`config.mk`:
```
export PLATFORM = sky130hd
export DESIGN_NAME = rf_wb_arbiter
export DESIGN_NICKNAME = d
export VERILOG_FILES = /design/src/rtl/rf_pkg.sv /design/src/rtl/rf_wb_arbiter_rr.sv /design/src/rtl/rf_wb_arbiter.sv
export SDC_FILE = /design/constraint.sdc
export NUM_CORES = 1
export LEC_CHECK = 0
export CELL_PAD_IN_SITES_DETAIL_PLACEMENT = 1
export CELL_PAD_IN_SITES_GLOBAL_PLACEMENT = 2
export CORE_UTILIZATION = 18
export CTS_CLUSTER_DIAMETER = 200
export CTS_CLUSTER_SIZE = 12
export DETAILED_ROUTE_END_ITERATION = 7
export PLACE_DENSITY = 0.84
export SYNTH_ARGS = -nofsm -noshare
export SYNTH_HDL_FRONTEND = slang
export SYNTH_HIERARCHICAL = 1
export SYNTH_SLANG_ARGS = --single-unit
```
`constraint.sdc`:
```
create_clock -name clk -period 5.35 [get_ports clk]
set_input_delay 1.3375 -clock clk [delete_from_list [all_inputs] [get_ports clk]]
set_output_delay 1.3375 -clock clk [all_outputs]
set_load 0.05 [all_outputs]
```
`src/rtl/rf_pkg.sv`:
```
// Shared register-file constants and writeback requester indices.
package rf_pkg;

  localparam int RF_AW    = 5;
  localparam int RF_DW    = 32;
  localparam int RF_DEPTH = 32;

  typedef enum logic [1:0] {
    WB_ALU  = 2'd0,
    WB_LOAD = 2'd1,
    WB_MUL  = 2'd2
  } wb_src_e;

endpackage

```
`src/rtl/rf_wb_arbiter_rr.sv`:
```
// rr_arbiter: NREQ-wide round-robin arbiter. The pointer names the requester
// searched first and advances past each winner.
module rr_arbiter #(
  parameter int NREQ = 3
) (
  input  logic            clk,
  input  logic            reset,
  input  logic            enable,
  input  logic [NREQ-1:0] valid,
  output logic [NREQ-1:0] grant
);

  localparam int PW = (NREQ > 1) ? $clog2(NREQ) : 1;

  logic [PW-1:0] ptr;
  logic [PW-1:0] ptr_next;
  logic          found;
  int            idx;

  // NOTE: every combinational output gets a default before the search loop, so no latch is inferred.
  always_comb begin
    grant    = '0;
    ptr_next = ptr;
    found    = 1'b0;
    idx      = 0;
    for (int i = 0; i < NREQ; i++) begin
      idx = int'(ptr) + i;
      if (idx >= NREQ) idx = idx - NREQ;
      if (enable && !found && valid[idx]) begin
        grant[idx] = 1'b1;
        found      = 1'b1;
        ptr_next   = (idx == NREQ - 1) ? '0 : PW'(idx + 1);
      end
    end
  end

  // NOTE: state registers use non-blocking assignments so all flops update together at the edge.
  always_ff @(posedge clk) begin
    if (reset) ptr <= '0;
    else       ptr <= ptr_next;
  end

endmodule

```
`src/rtl/rf_wb_arbiter.sv`:
```
// Register-file write-port arbiter with optional RAW scoreboard.
// Scoreboard compiled in only when RF_WB_SCOREBOARD_EN is defined.
module rf_wb_arbiter
  import rf_pkg::*;
#(
  parameter int NREQ = 3,
  parameter int AW   = RF_AW,
  parameter int DW   = RF_DW
) (
  input  logic              clk,
  input  logic              reset,
  input  logic [NREQ-1:0]   req_valid,
  output logic [NREQ-1:0]   req_ready,
  input  logic [NREQ*AW-1:0] req_add,
  input  logic [NREQ*DW-1:0] req_data,
  input  logic              wb_hold,
  output logic              write_enable,
  output logic [AW-1:0]     write_add,
  output logic [DW-1:0]     write_data,
  input  logic              rsv_valid,
  input  logic [AW-1:0]     rsv_add,
  output logic              rsv_stall,
  input  logic [AW-1:0]     rs_add,
  input  logic [AW-1:0]     rt_add,
  output logic              rs_busy,
  output logic              rt_busy
);

  logic [NREQ-1:0] grant;
  logic            grant_any;
  logic [AW-1:0]   sel_add;
  logic [DW-1:0]   sel_data;

  rr_arbiter #(.NREQ(NREQ)) u_rr (
    .clk    (clk),
    .reset  (reset),
    .enable (!reset && !wb_hold),
    .valid  (req_valid),
    .grant  (grant)
  );

  assign req_ready = grant;
  assign grant_any = |grant;

  // Grant is one-hot, so an OR-reduction mux selects the winner.
  always_comb begin
    sel_add  = '0;
    sel_data = '0;
    for (int i = 0; i < NREQ; i++) begin
      if (grant[i]) begin
        sel_add  = sel_add  | req_add[i*AW +: AW];
        sel_data = sel_data | req_data[i*DW +: DW];
      end
    end
  end

  always_ff @(posedge clk) begin
    if (reset) begin
      write_enable <= 1'b0;
      write_add    <= '0;
      write_data   <= '0;
    end else begin
      write_enable <= grant_any;
      if (grant_any) begin
        write_add  <= sel_add;
        write_data <= sel_data;
      end
    end
  end

`ifdef RF_WB_SCOREBOARD_EN
  localparam int DEPTH = 2 ** AW;

  logic [DEPTH-1:0] busy;

  assign rsv_stall = rsv_valid && !reset && busy[rsv_add];
  assign rs_busy   = busy[rs_add];
  assign rt_busy   = busy[rt_add];

  // NOTE: busy is a flop vector, not RAM, so it is reset; stale reservations after reset would stall issue forever.
  always_ff @(posedge clk) begin
    if (reset) begin
      busy <= '0;
    end else begin
      if (grant_any) busy[sel_add] <= 1'b0;
      // Set after clear: a same-cycle reservation of the written register keeps it busy for its new owner.
      if (rsv_valid && !rsv_stall) busy[rsv_add] <= 1'b1;
    end
  end
`else
  logic unused_sb;

  assign unused_sb = ^{rsv_valid, rsv_add, rs_add, rt_add};
  assign rsv_stall = 1'b0;
  assign rs_busy   = 1'b0;
  assign rt_busy   = 1'b0;
`endif

endmodule

```
Word level (Yosys, flattened, before mapping)
Cells that the tools add are included.
Word-level totals
  flip-flop bits (word level): 40
  output and inout port bits: 44
Cells by class
  $add $sub $neg: 8
  $lt $le $gt $ge: 9
  equal/unequal tests: 3
  mux-type cells: 35
  bitwise operators: 6
  reduce and logical (&&, ||, !) cells: 15
Operators with widths (number)
  $mux W32: 6
  $eq A32 B3 Y1 const B: 3
  $ge A32 B1 Y1 const B: 3
  $lt A32 B4 Y1 const B: 3
  $ge A32 B3 Y1 const B: 2
  $or A32 B32 Y32: 2
  $sub A32 B3 Y32 const B: 2
  $mux W5: 3
  $mux W2: 6
  $mux W1: 11
  $or A5 B5 Y5: 2
  $logic_and A1 B1 Y1: 9
  $mux W3: 3
  $add A2 B2 Y2 const B: 3
  $bmux W1 S2: 3
  $demux W1 S2: 3
  $or A3 B3 Y3: 2
  $logic_not A1 Y1: 4
  $add A2 B1 Y3 const B: 1
  $add A2 B2 Y3 const B: 1
  $reduce_bool A3 Y1: 1
  $reduce_or A3 Y1: 1
  $sub A2 B2 Y3 const B: 1
  $ge A2 B2 Y1 const B: 1

Logic depth before layout (Yosys ltp)
  depth after elaboration: 20
  gate-level depth with buffers: 12
  mapped depth without buffers: 9

Hierarchy
The synthesis kept the hierarchy.
By module, submodules not included
  rf_wb_arbiter: instances 1, cells each 188, area each 1835.5 um^2, sequential area each 760.7 um^2
  rr_arbiter: instances 1, cells each 56, area each 425.4 um^2, sequential area each 40.0 um^2

Worst setup path after synthesis
OpenSTA, ideal clock, no wires.
  kind: input to output
  from: input port reset
  to: output port req_ready[2]
  arrival: 2.875 ns
  setup slack: 1.137 ns
  stages on the path: 7
  buffers on the path: 3
  path through: clkbuf_1 clkbuf_1 nor2_1 buf_2 o21ai_2 nor2b_4 a221o_1
On the way
  word-level cells in the longest chain between the ends: 12
  elaborated cells on any way between the ends: 16
  those cells by class: mux: 5; bitwise: 2; reduce/logical: 9
RTL lines
  from (decl): RTL line rf_wb_arbiter.sv:11  | input logic reset,
  $logic_not A1 Y1 *: RTL line rf_wb_arbiter.sv:37  | .enable (!reset && !wb_hold),
  $logic_and A1 B1 Y1 *: RTL line rf_wb_arbiter.sv:37
  $logic_and A1 B1 Y1: RTL line rf_wb_arbiter_rr.sv:29  | if (enable && !found && valid[idx]) begin
  $mux W1: RTL line rf_wb_arbiter_rr.sv:29
  $logic_not A1 Y1: RTL line rf_wb_arbiter_rr.sv:29
  $logic_and A1 B1 Y1 (2 in series): RTL line rf_wb_arbiter_rr.sv:29
  $mux W1: RTL line rf_wb_arbiter_rr.sv:29
  $logic_not A1 Y1: RTL line rf_wb_arbiter_rr.sv:29
  $logic_and A1 B1 Y1 (2 in series): RTL line rf_wb_arbiter_rr.sv:29
  $mux W3 *: RTL line rf_wb_arbiter_rr.sv:29
  to (decl): RTL line rf_wb_arbiter.sv:13  | output logic [NREQ-1:0] req_ready,
Every way passes the cells marked *; elsewhere a longest branch is shown, timed or not.

Worst setup path in the final report
  from: input port req_valid[1]
  to: output port req_ready[2]
On the way
  word-level cells in the longest chain between the ends: 13
  elaborated cells on any way between the ends: 23
  those cells by class: mux: 14; bitwise: 2; reduce/logical: 7
RTL lines
  from (decl): RTL line rf_wb_arbiter.sv:12  | input logic [NREQ-1:0] req_valid,
  $bmux W1 S2: RTL line rf_wb_arbiter_rr.sv:29
  $mux W1 (implied by the code) (2 in series): RTL line rf_wb_arbiter_rr.sv:29
  $logic_and A1 B1 Y1: RTL line rf_wb_arbiter_rr.sv:29
  $mux W1: RTL line rf_wb_arbiter_rr.sv:29
  $logic_not A1 Y1: RTL line rf_wb_arbiter_rr.sv:29
  $logic_and A1 B1 Y1 (2 in series): RTL line rf_wb_arbiter_rr.sv:29
  $mux W1: RTL line rf_wb_arbiter_rr.sv:29
  $logic_not A1 Y1: RTL line rf_wb_arbiter_rr.sv:29
  $logic_and A1 B1 Y1 (2 in series): RTL line rf_wb_arbiter_rr.sv:29
  $mux W3 *: RTL line rf_wb_arbiter_rr.sv:29
Every way passes the cells marked *; elsewhere a longest branch is shown, timed or not. The select of a mux whose other input is x is not followed.

==> flow_summary.ini <==
[min_path]
hp-start = write_data[25]
holdPathEnd = write_data[25]
hold_path_class = reg -> reg
hold_depth = 2

[grt]
grt_max_degree = 76
grt.met1_usage_pct = 15.4
gr-usage-met2_pct = 24.9
grt.overflow.total = 0
grt_pass1_vias = 2744
grt_first_pass_wirelength_mm = 13.8
grt_use_met3_pct = 3.18
grt_usage_pct = 13.3
busiest_layer = met2
antenna_found_initial = 0

[critical_path]
reg2reg_slack_ns = 1.80
cp-start-kind = input pin
r2r_cells = 11
r2r_end = write_data[4]
cp.arrival_ns = 3.19
critical_path_class = in -> out
crit_fanout = 9
timing.rr.start = u_rr/ptr[0]
cp.required_ns = 4.01
end_kind = output port

[detailed_routing]
wl_per_cell_um = 16.4
detail_route.vias_per_cell = 5.00
finalWirelength_mm = 8.96
ant_nets = 0
drc = 0
drtPass1Iterations = 7
vias = 2735
initialDrtViolationCount = 263

[clocking]
cts_resized = 0
cts_root_buf = clkbuf_16
clk_pin_slew_worst_paths_ns = 0.06
cts_buffers = 5
clkSinkCount = 40
htreeDepth = 2
clkLatencyLatePin_ns = 0.28
cts_tree = built
clockBufferDepth = 2
cts_setup_buffers = 0
postCtsHoldBufs = 0

[timing]
slew_headroom_pct = 44.6
rsz0062_at_grt = no
finalSetupTns_ns = 0
slew_violations = 0
min_period_over_period_pct = 84.6
fin_worst_skew_ns = 0.00476
fmax_ghz = 0.221
min_period_ns = 4.53
tightest_slew_ns = 0.831
timing_hold_violations_final = 0
setup_viol = 0

[floorplanning]
die_area_sq_um = 13000
coreArea_sq_um = 12100
row_count = 40
die_height_um = 114
fp.dieW_um = 114
num_io_pins = 177
initial_core_util_pct = 18.7

[synthesis]
syn_area_per_cell_sq_um = 9.27
synth_seq_cells = 40
syn_inst = 244
synth_top_area_cell = dfxtp_1
yosysSeqAreaShare_pct = 35.4
yosysUniqueCellTypes = 37
synthTopCellsByArea = dfxtp_1, a222oi_1, a211oi_1, nor4_1, clkbuf_1
synth_top_area_share_pct = 35.4
synth_area_sq_um = 2260
yosysWarnings = 6

[layout]
fin_util_pct = 33.9
fin_nets = 515
drive_gt1_share_pct = 6.60
syn2layout_area_growth_pct = 81.7
final_area_sq_um = 4110
diodes = 0

[pwr]
leakagePower_nw = 1.37
report.power.total_mw = 1.85
ir_drop_uv = 127
power_per_cell_area_nw_per_um2 = 450

[place]
gp_routability_congestion = 0.783
portBuffers = 157
hpwl_mm = 6.07
dpl_cell_area_sq_um = 3930

[run_status]
status = complete, no violations

[flow_run]
cap_violations = 0
## flip-flops by register name, indices dropped and copies added (netlist names)
name / count
write_data: 32
write_add: 5
u_rr/ptr: 2
write_enable: 1
## worst max-delay path: stages
cell and delay (ns):
clkdlybuf4s50_1 0.53, mux2i_1 0.12, o21ai_2 0.33, o21ai_2 0.14
nor2b_4 0.16, a221o_2 0.42, buf_12 0.16
## report_power, final
| group | switching (mW) | internal (mW) |
|---|---|---|
| Combinational | 0.644 | 0.408 |
| Sequential | 0.0456 | 0.391 |
| Clock | 0.116 | 0.246 |
| Total | 0.805 | 1.05 |
## through the flow
| stage | cells | worst slack [ns] | hold WS (ns) |
|---|---|---|---|
| 6_report | 547 | 0.822 | 0.605 |
| 5_1_grt | 547 | 0.706 | 0.655 |
| 4_1_cts | 547 | 0.834 | 0.610 |
| 3_5_place_dp | 539 | 0.769 | 0.600 |
| 3_3_place_gp | 539 | 0.889 | 0.584 |
| 2_1_floorplan | 246 | 1.14 | 0.595 |
## routing by layer
metal / routed length (um) / share of wire (%) / vias to the layer above
met5: 0 / 0 / -
met1: 3870 / 43 / 1332
met2: 4440 / 50 / 102
met3: 607 / 6.8 / 2
li1: - / - / 1299
met4: 46 / 0.51 / 0
## final cells by class
type	instances	area [sq um]
clock buffers	7	153
clock inverters	1	30.0
fillers	1392	8000
inverters	4	15.0
multi-input cells	164	1260
flip-flops and latches	40	801
well taps	168	210
repair buffers	163	1640
## synth_stat cells (all sizes together)
| cell | n |
|---|---|
| or3 | 1 |
| nor3 | 1 |
| mux2 | 1 |
| a31o | 1 |
| nor3b | 1 |
| nor4 | 37 |
| a22o | 1 |
| o2111ai | 1 |
| buf | 17 |
| clkbuf | 21 |
| mux2i | 2 |
| a21oi | 1 |
| nor2b | 4 |
| nand4b | 1 |
| and3 | 1 |
| conb | 1 |
| a222oi | 37 |
| a21o | 1 |
| o211ai | 2 |
| a221o | 1 |
| dfxtp | 40 |
| nand3 | 2 |
| ha | 4 |
| nor2 | 2 |
| nand2b | 1 |
| a31oi | 2 |
| o21ai | 9 |
| a211oi | 37 |
| nand3b | 3 |
| nand2 | 7 |
| inv | 4 |
## how the worst max path moves through the flow
stage | startpoint | endpoint | slack, ns | depth (start not counted)
2_1_floorplan | reset | req_ready[2] | 1.14 | 7
3_3_place_gp | req_valid[0] | req_ready[2] | 0.89 | 7
3_5_place_dp | req_valid[1] | write_data[31] | 0.77 | 10
4_1_cts | req_valid[1] | req_ready[2] | 0.83 | 7
5_1_grt | req_valid[1] | req_ready[2] | 0.71 | 7
6_report | req_valid[1] | req_ready[2] | 0.82 | 7
## cells by family (layout without fill, tap and decap cells)
family                     Yosys count  in the layout  synth area share, %
adders and majority gates            4              4                 2.21
AOI/OAI and AO/OA                   93             93                 35.1
other                                1              3                0.166
muxes                                3              3                 1.38
DFF                                 40             40                 35.4
and+or+nand+nor                     61             61                 16.4
buffers and inverters               42            175                 9.35
## placed cells by master, fill, tap and decap left out, drive strengths merged, types with 3 or more instances in the layout
master and count:
a211oi 37, a222oi 37, buf 10, clkbuf 7, clkdlybuf4s50 153, conb 3, dfxtp 40, ha 4
inv 4, nand2 7, nand3b 3, nor2b 4, nor4 37, o21ai 9
Power figures use the tool's default switching activity.
